`src/rtl/zone_dwell_detector.sv`:
```
// zone_dwell_detector: RGB565 colour-window hits binned into a zone grid,
// per-zone dwell tracking and UART report. Option: ZONE_DWELL_REPEAT_EN.
module zone_dwell_detector #(
  parameter int ZONE_COLS      = 4,
  parameter int ZONE_ROWS      = 3,
  parameter int ZONE_W_LOG2    = 7,
  parameter int ZONE_H_LOG2    = 7,
  parameter int R_MIN          = 24,
  parameter int G_MAX          = 25,
  parameter int B_MAX          = 12,
  parameter int HIT_MIN        = 64,
  parameter int DWELL_FRAMES   = 45,
  parameter int HOLDOFF_FRAMES = 30
) (
  input  logic                           clk,
  input  logic                           rst,
  input  logic                           pix_valid,
  input  logic [9:0]                     x,
  input  logic [9:0]                     y,
  input  logic [15:0]                    rgb_data,
  input  logic                           frame_start,
  input  logic [ZONE_COLS*ZONE_ROWS-1:0] zone_en,
  input  logic                           tx_busy,
  output logic [7:0]                     tx_data,
  output logic                           tx_start,
  output logic [ZONE_COLS*ZONE_ROWS-1:0] active_mask
);

  localparam int N_ZONES = ZONE_COLS * ZONE_ROWS;
  localparam int IW = (N_ZONES > 1) ? $clog2(N_ZONES) : 1;
  localparam int HW = $clog2(HIT_MIN + 1);
  localparam int DW = $clog2(DWELL_FRAMES + 1);
  localparam int OW = $clog2(HOLDOFF_FRAMES + 1);

  localparam logic [4:0]    R_LO      = 5'(R_MIN);
  localparam logic [5:0]    G_HI      = 6'(G_MAX);
  localparam logic [4:0]    B_HI      = 5'(B_MAX);
  localparam logic [9:0]    COLS      = 10'(ZONE_COLS);
  localparam logic [9:0]    ROWS      = 10'(ZONE_ROWS);
  localparam logic [HW-1:0] HIT_SAT   = HW'(HIT_MIN);
  localparam logic [DW-1:0] DWELL_END = DW'(DWELL_FRAMES);
  localparam logic [OW-1:0] HOLD_END  = OW'(HOLDOFF_FRAMES);

  localparam logic [1:0] IDLE    = 2'd0;
  localparam logic [1:0] TRACK   = 2'd1;
  localparam logic [1:0] REPORT  = 2'd2;
  localparam logic [1:0] HOLDOFF = 2'd3;

  logic [4:0]    r;
  logic [5:0]    g;
  logic [4:0]    b;
  logic [9:0]    col;
  logic [9:0]    row;
  logic          pix_hit;
  logic [IW-1:0] pix_idx;
  logic          s1_hit;
  logic [IW-1:0] s1_idx;
  logic [HW-1:0] hit_cnt [N_ZONES];
  logic          frame_tick;
  logic [1:0]    state;
  logic [IW-1:0] cand;
  logic [IW-1:0] low_idx;
  logic [DW-1:0] dwell;
  logic [OW-1:0] holdoff;
  logic [OW-1:0] hold_nxt;

  assign r   = rgb_data[15:11];
  assign g   = rgb_data[10:5];
  assign b   = rgb_data[4:0];
  assign col = x >> ZONE_W_LOG2;
  assign row = y >> ZONE_H_LOG2;

  // Index fits IW bits whenever the pixel is inside the grid
  assign pix_idx = IW'(row) * IW'(ZONE_COLS) + IW'(col);
  assign pix_hit = pix_valid && (r >= R_LO) && (g <= G_HI) &&
                   (b <= B_HI) && (col < COLS) && (row < ROWS);

  always_ff @(posedge clk) begin
    if (rst) begin
      s1_hit <= 1'b0;
      s1_idx <= '0;
    end else begin
      s1_hit <= pix_hit;
      s1_idx <= pix_idx;
    end
  end

  // A stage-2 hit landing on the frame boundary is dropped
  always_ff @(posedge clk) begin
    if (rst) begin
      for (int z = 0; z < N_ZONES; z++) hit_cnt[z] <= '0;
      active_mask <= '0;
      frame_tick  <= 1'b0;
    end else begin
      frame_tick <= frame_start;
      if (frame_start) begin
        for (int z = 0; z < N_ZONES; z++) begin
          active_mask[z] <= (hit_cnt[z] == HIT_SAT) && zone_en[z];
          hit_cnt[z]     <= '0;
        end
      end else if (s1_hit && hit_cnt[s1_idx] != HIT_SAT) begin
        hit_cnt[s1_idx] <= hit_cnt[s1_idx] + HW'(1);
      end
    end
  end

  always_comb begin
    low_idx = '0;
    for (int i = N_ZONES - 1; i >= 0; i--)
      if (active_mask[i]) low_idx = IW'(i);
  end

  assign hold_nxt = (holdoff == HOLD_END) ? holdoff : holdoff + OW'(1);

  always_ff @(posedge clk) begin
    if (rst) begin
      state    <= IDLE;
      cand     <= '0;
      dwell    <= '0;
      holdoff  <= '0;
      tx_start <= 1'b0;
      tx_data  <= '0;
    end else begin
      tx_start <= 1'b0;
      case (state)
        IDLE: if (frame_tick && |active_mask) begin
          cand  <= low_idx;
          dwell <= DW'(1);
          state <= (DWELL_FRAMES == 1) ? REPORT : TRACK;
        end
        TRACK: if (frame_tick) begin
          if (active_mask[cand]) begin
            dwell <= dwell + DW'(1);
            if (dwell + DW'(1) == DWELL_END) state <= REPORT;
          end else begin
            dwell <= '0;
            state <= IDLE;
          end
        end
        REPORT: if (!tx_busy) begin
          tx_start <= 1'b1;
          tx_data  <= 8'(cand) + 8'd1;
          holdoff  <= '0;
          state    <= HOLDOFF;
        end
        HOLDOFF: if (frame_tick) begin
          holdoff <= hold_nxt;
          if (hold_nxt == HOLD_END) begin
`ifdef ZONE_DWELL_REPEAT_EN
            state <= active_mask[cand] ? REPORT : IDLE;
`else
            if (!active_mask[cand]) state <= IDLE;
`endif
          end
        end
        default: state <= IDLE;
      endcase
    end
  end

endmodule
```
`config.mk`:
```
export PLATFORM = sky130hd
export DESIGN_NAME = zone_dwell_detector
export DESIGN_NICKNAME = d
export VERILOG_FILES = /design/src/rtl/zone_dwell_detector.sv
export SDC_FILE = /design/constraint.sdc
export NUM_CORES = 1
export LEC_CHECK = 0
export BUFFER_PORTS_ARGS = -buffer_cell sky130_fd_sc_hd__buf_2
export CAP_MARGIN = 20
export CORE_MARGIN = 1
export CORE_UTILIZATION = 35
export CTS_CLUSTER_DIAMETER = 40
export DETAILED_ROUTE_END_ITERATION = 10
export GPL_TIMING_DRIVEN = 0
export HOLD_SLACK_MARGIN = 0.02
export PLACE_DENSITY = 0.52
export SLEW_MARGIN = 25
export SYNTH_ARGS = -nofsm -noshare
export SYNTH_HDL_FRONTEND = slang
export SYNTH_SLANG_ARGS = --single-unit
```
`constraint.sdc`:
```
create_clock -name clk -period 3.76 [get_ports clk]
set_clock_uncertainty 0.05 [all_clocks]
set_input_delay 0 -clock clk [delete_from_list [all_inputs] [get_ports clk]]
set_output_delay 0 -clock clk [all_outputs]
set_load 0.01 [all_outputs]
```
==> metrics.md <==
| Metric | Value |
|---|---|
| Status | finished clean |
| Routed WL per cell | 19.9 um |
| Drt pass-1 iters | 5 |
| Period utilization | 93.1% |
| Leakage | 3.13 nW |
| Initial antenna violation count | 0 |
| Clock root buffer | clkbuf_16 |
| Largest family of logic cells by synthesized area | simple AND/OR/NAND/NOR gates |
| Setup bufs post-CTS | 0 |
| Asr flop ratio synth | 0% |
| Vias | 5316 |
| Clock buffer depth | 2 |
| Post-synth top cells | 112 x edfxtp_1, 111 x nor2_1, 53 x nand2_1 |
| Setup CP Type | reg2reg |
| Post-DRT Antenna Nets | 0 |
| Synth Area in XOR/XNOR | 1.42% |
| RSZ-0062 raised after global routing | false |
| Period minus WS final | 3.50 ns |
| Tot GR Track Use | 19.4% |
| Row count | 52 |
| Vias/cell | 5.31 |
| Max-slew violation count | 0 |
| Adder and majority gate portion of the synthesized area | 1.37% |
| DIE HEIGHT | 147 um |
| Arrival time at the worst endpoint | 3.50 ns |
| Clock tree sinks | 153 |
| FMAX | 0.286 GHz |
| MaxCap Viol Count | 0 |
| Starting Density | 36.0% |
| Share of post-route cells with drive strength above 1 | 20.2% |
| Most frequent cell after synthesis | edfxtp_1 |
| Yosys cell types | 52 |
| Clk_lat worst skew | 0.43 ns |
| CTS tree | done |
| Setup crit start kind | register |
| Post-synthesis simple-gate area fraction | 20.7% |
| Final core occ | 43.2% |
| Antenna Cells | 0 |
| PD cells | 464 nW/um^2 |
| Cell chain of the critical path | clkbuf_1 -> mux4_2 -> a22oi_1 -> nand2_1 -> nand3_2 -> nand4_1 -> nor2b_1 |
| Final setup vio count | 0 |
| First-pass GRT wire length | 30.8 mm |
| CP required | 3.76 ns |
| H-tree Lvls | 4 |
| Cell area after layout | 8790 sq um |
| Share of Yosys cell area claimed by the top area cell type | 45.9% |
| Grt ovf | 0 |
| Fin nets | 779 |
| Mapped Cells | 624 |
| FF+latch area | 4180 sq um |
| Yosys top cell by area | edfxtp_1 |
| Fillers | 1924 |
| Max stage delay on crit path | 0.64 ns |
| CTS Hold Bufs | 21 |
| Final wirelength | 19.9 mm |
| Register area share after synthesis | 57.1% |
| Final Hold Vio Count | 0 |
| Compound-Gate Fraction of Synth Area | 6.23% |
| CP Capture Type | register |
| Worst-path maximum fanout | 10 |
| HPWL Detailed | 14.7 mm |
| DIE WIDTH | 147 um |
| Ranking of synthesized cells by area | edfxtp_1 46%, dfxtp_1 11%, mux4_2 9.5% |
| Worst vdd ir | 0.350 mV |
| Share of synthesized area spent on multiplexers | 9.80% |
| Largest net degree at the start of global routing | 17 |
| Number of synthesized flops with an enable pin | 112 |
| Main synth FF type | edfxtp_1 |
| Hold slack | 0.0874 ns |
| Max-slew headroom | 36.4% |
| # IOs | 74 |
| Seq cells post-synth | 153 |
| Core box area | 20400 sq um |
| Die area | 21500 sq um |
| Syn-to-layout area delta | 20.0% |
| Hold Path Class | in2reg |
| RD Place Congestion | 0.873 |
| Post-CTS sizing | 0 |
| Slowest stage cell, crit path | nor2b_1 |
| Synthesis Warnings | 0 |
| Area occupied by multi-input gates | 2920 sq um |
| Vias in the first global route | 5331 |
| I/O Buffers | 52 |
| Slew of the pin with the lowest slew margin | 0.947 ns |
| Clock transition at the registers of the reported paths | 0.06 ns |
| DR iter-0 viols | 301 |
| CTS buffer count | 17 |
| Placed inst area | 7950 sq um |
| Synthesized area | 7330 sq um |
| DRC | 0 |
| Syn Area/Cell | 11.7 sq um |
==> kinds of logic after synthesis <==
family / Yosys count
AOI/OAI and AO/OA: 72
xor gates and xnor gates: 11
adders and majority gates: 8
buffers and inverters: 50
DFF: 153
muxes: 33
other: 1
and+or+nand+nor: 296
==> power breakdown <==
group,leakage [nW],switching [W],total (W),internal [W]
combinational,1.30,0.000225,0.000354,0.000129
sequential,1.52,0.0000278,0.00189,0.00186
clock,0.307,0.000718,0.00184,0.00113
==> area by class of cell <==
| cell class | instances | share of cell area [%] |
|---|---|---|
| clock buffer | 17 | 4.84 |
| clock inverter | 15 | 2.42 |
| tap | 270 | 3.84 |
| multi-input combinational | 423 | 33.2 |
| inverter | 15 | 0.640 |
| timing repair buffer | 73 | 5.35 |
| sequential | 153 | 47.6 |
| buffer | 35 | 2.13 |
==> through the flow <==
stage / instances / TNS [ns] / setup slack, ns / total power, W
after floorplan: 626 / 0 / 0.914 / 0.00212
after global placement: 948 / -1.76 / -0.180 / 0.00225
after detailed placement: 948 / 0 / 0.220 / 0.00226
after CTS: 1001 / 0 / 0.208 / 0.00411
after global routing: 1001 / 0 / 0.0634 / 0.00421
final: 1001 / 0 / 0.258 / 0.00408
==> layout by cell type (no fill, tap or decap), types with 7 or more instances in the layout <==
| cell type | netlist | final |
|---|---|---|
| buf_2 | 5 | 57 |
| nand2_1 | 53 | 53 |
| dfxtp_1 | 41 | 41 |
| clkbuf_1 | 17 | 17 |
| o21ai_0 | 8 | 8 |
| edfxtp_1 | 112 | 112 |
| nand3_1 | 26 | 26 |
| a22oi_1 | 16 | 16 |
| nand2b_1 | 18 | 18 |
| clkbuf_16 | 0 | 17 |
| inv_1 | 15 | 15 |
| nor2_1 | 111 | 111 |
| dlygate4sd3_1 | 0 | 21 |
| buf_4 | 7 | 7 |
| nor4b_1 | 25 | 25 |
| nor2b_1 | 12 | 12 |
| mux4_2 | 31 | 31 |
| ha_1 | 8 | 8 |
| nand4_1 | 7 | 7 |
| nand3_2 | 10 | 10 |
| xor2_1 | 7 | 7 |
| a21oi_1 | 28 | 28 |
==> final timing paths <==
check	slack (ns)	cells past startpoint	end	from
worst min-delay path	0.09	4	active_mask[6]$_SDFFE_PP0P_	zone_en[6]
worst max-delay path	0.26	7	hit_cnt[14][1]$_DFFE_PP_	s1_idx[1]$_SDFF_PP0_
worst max register to register	0.26	7	hit_cnt[14][1]$_DFFE_PP_	s1_idx[1]$_SDFF_PP0_
worst min register to register	0.41	2	tx_data[4]$_SDFFE_PP0P_	tx_data[4]$_SDFFE_PP0P_
==> state kept, by name, summed over array words and instances (netlist names), named ones only <==
name and cells:
dwell 6, tx_data 5, cand 4, state 1, tx_start 1, active_mask 12
holdoff 5, s1_idx 4, frame_tick 1, s1_hit 1, hit_cnt 112
==> critical path, delay by kind of cell (launching register included) <==
family / cells / cell delay (ns)
multiplexers: 1 / 0.63
buffers and inverters: 1 / 0.62
AO/OA/AOI/OAI: 1 / 0.23
flip-flops: 1 / 0.33
AND/OR/NAND/NOR: 4 / 1.26
==> per-layer routing <==
layer,share of wire [%],up-vias,global-route usage (%)
li1,-,2497,-
met1,42,2645,24.6
met2,50,155,32.8
met3,6.0,19,5.06
met4,1.7,0,5.52
met5,0,-,0
Power figures use the tool's default switching activity.
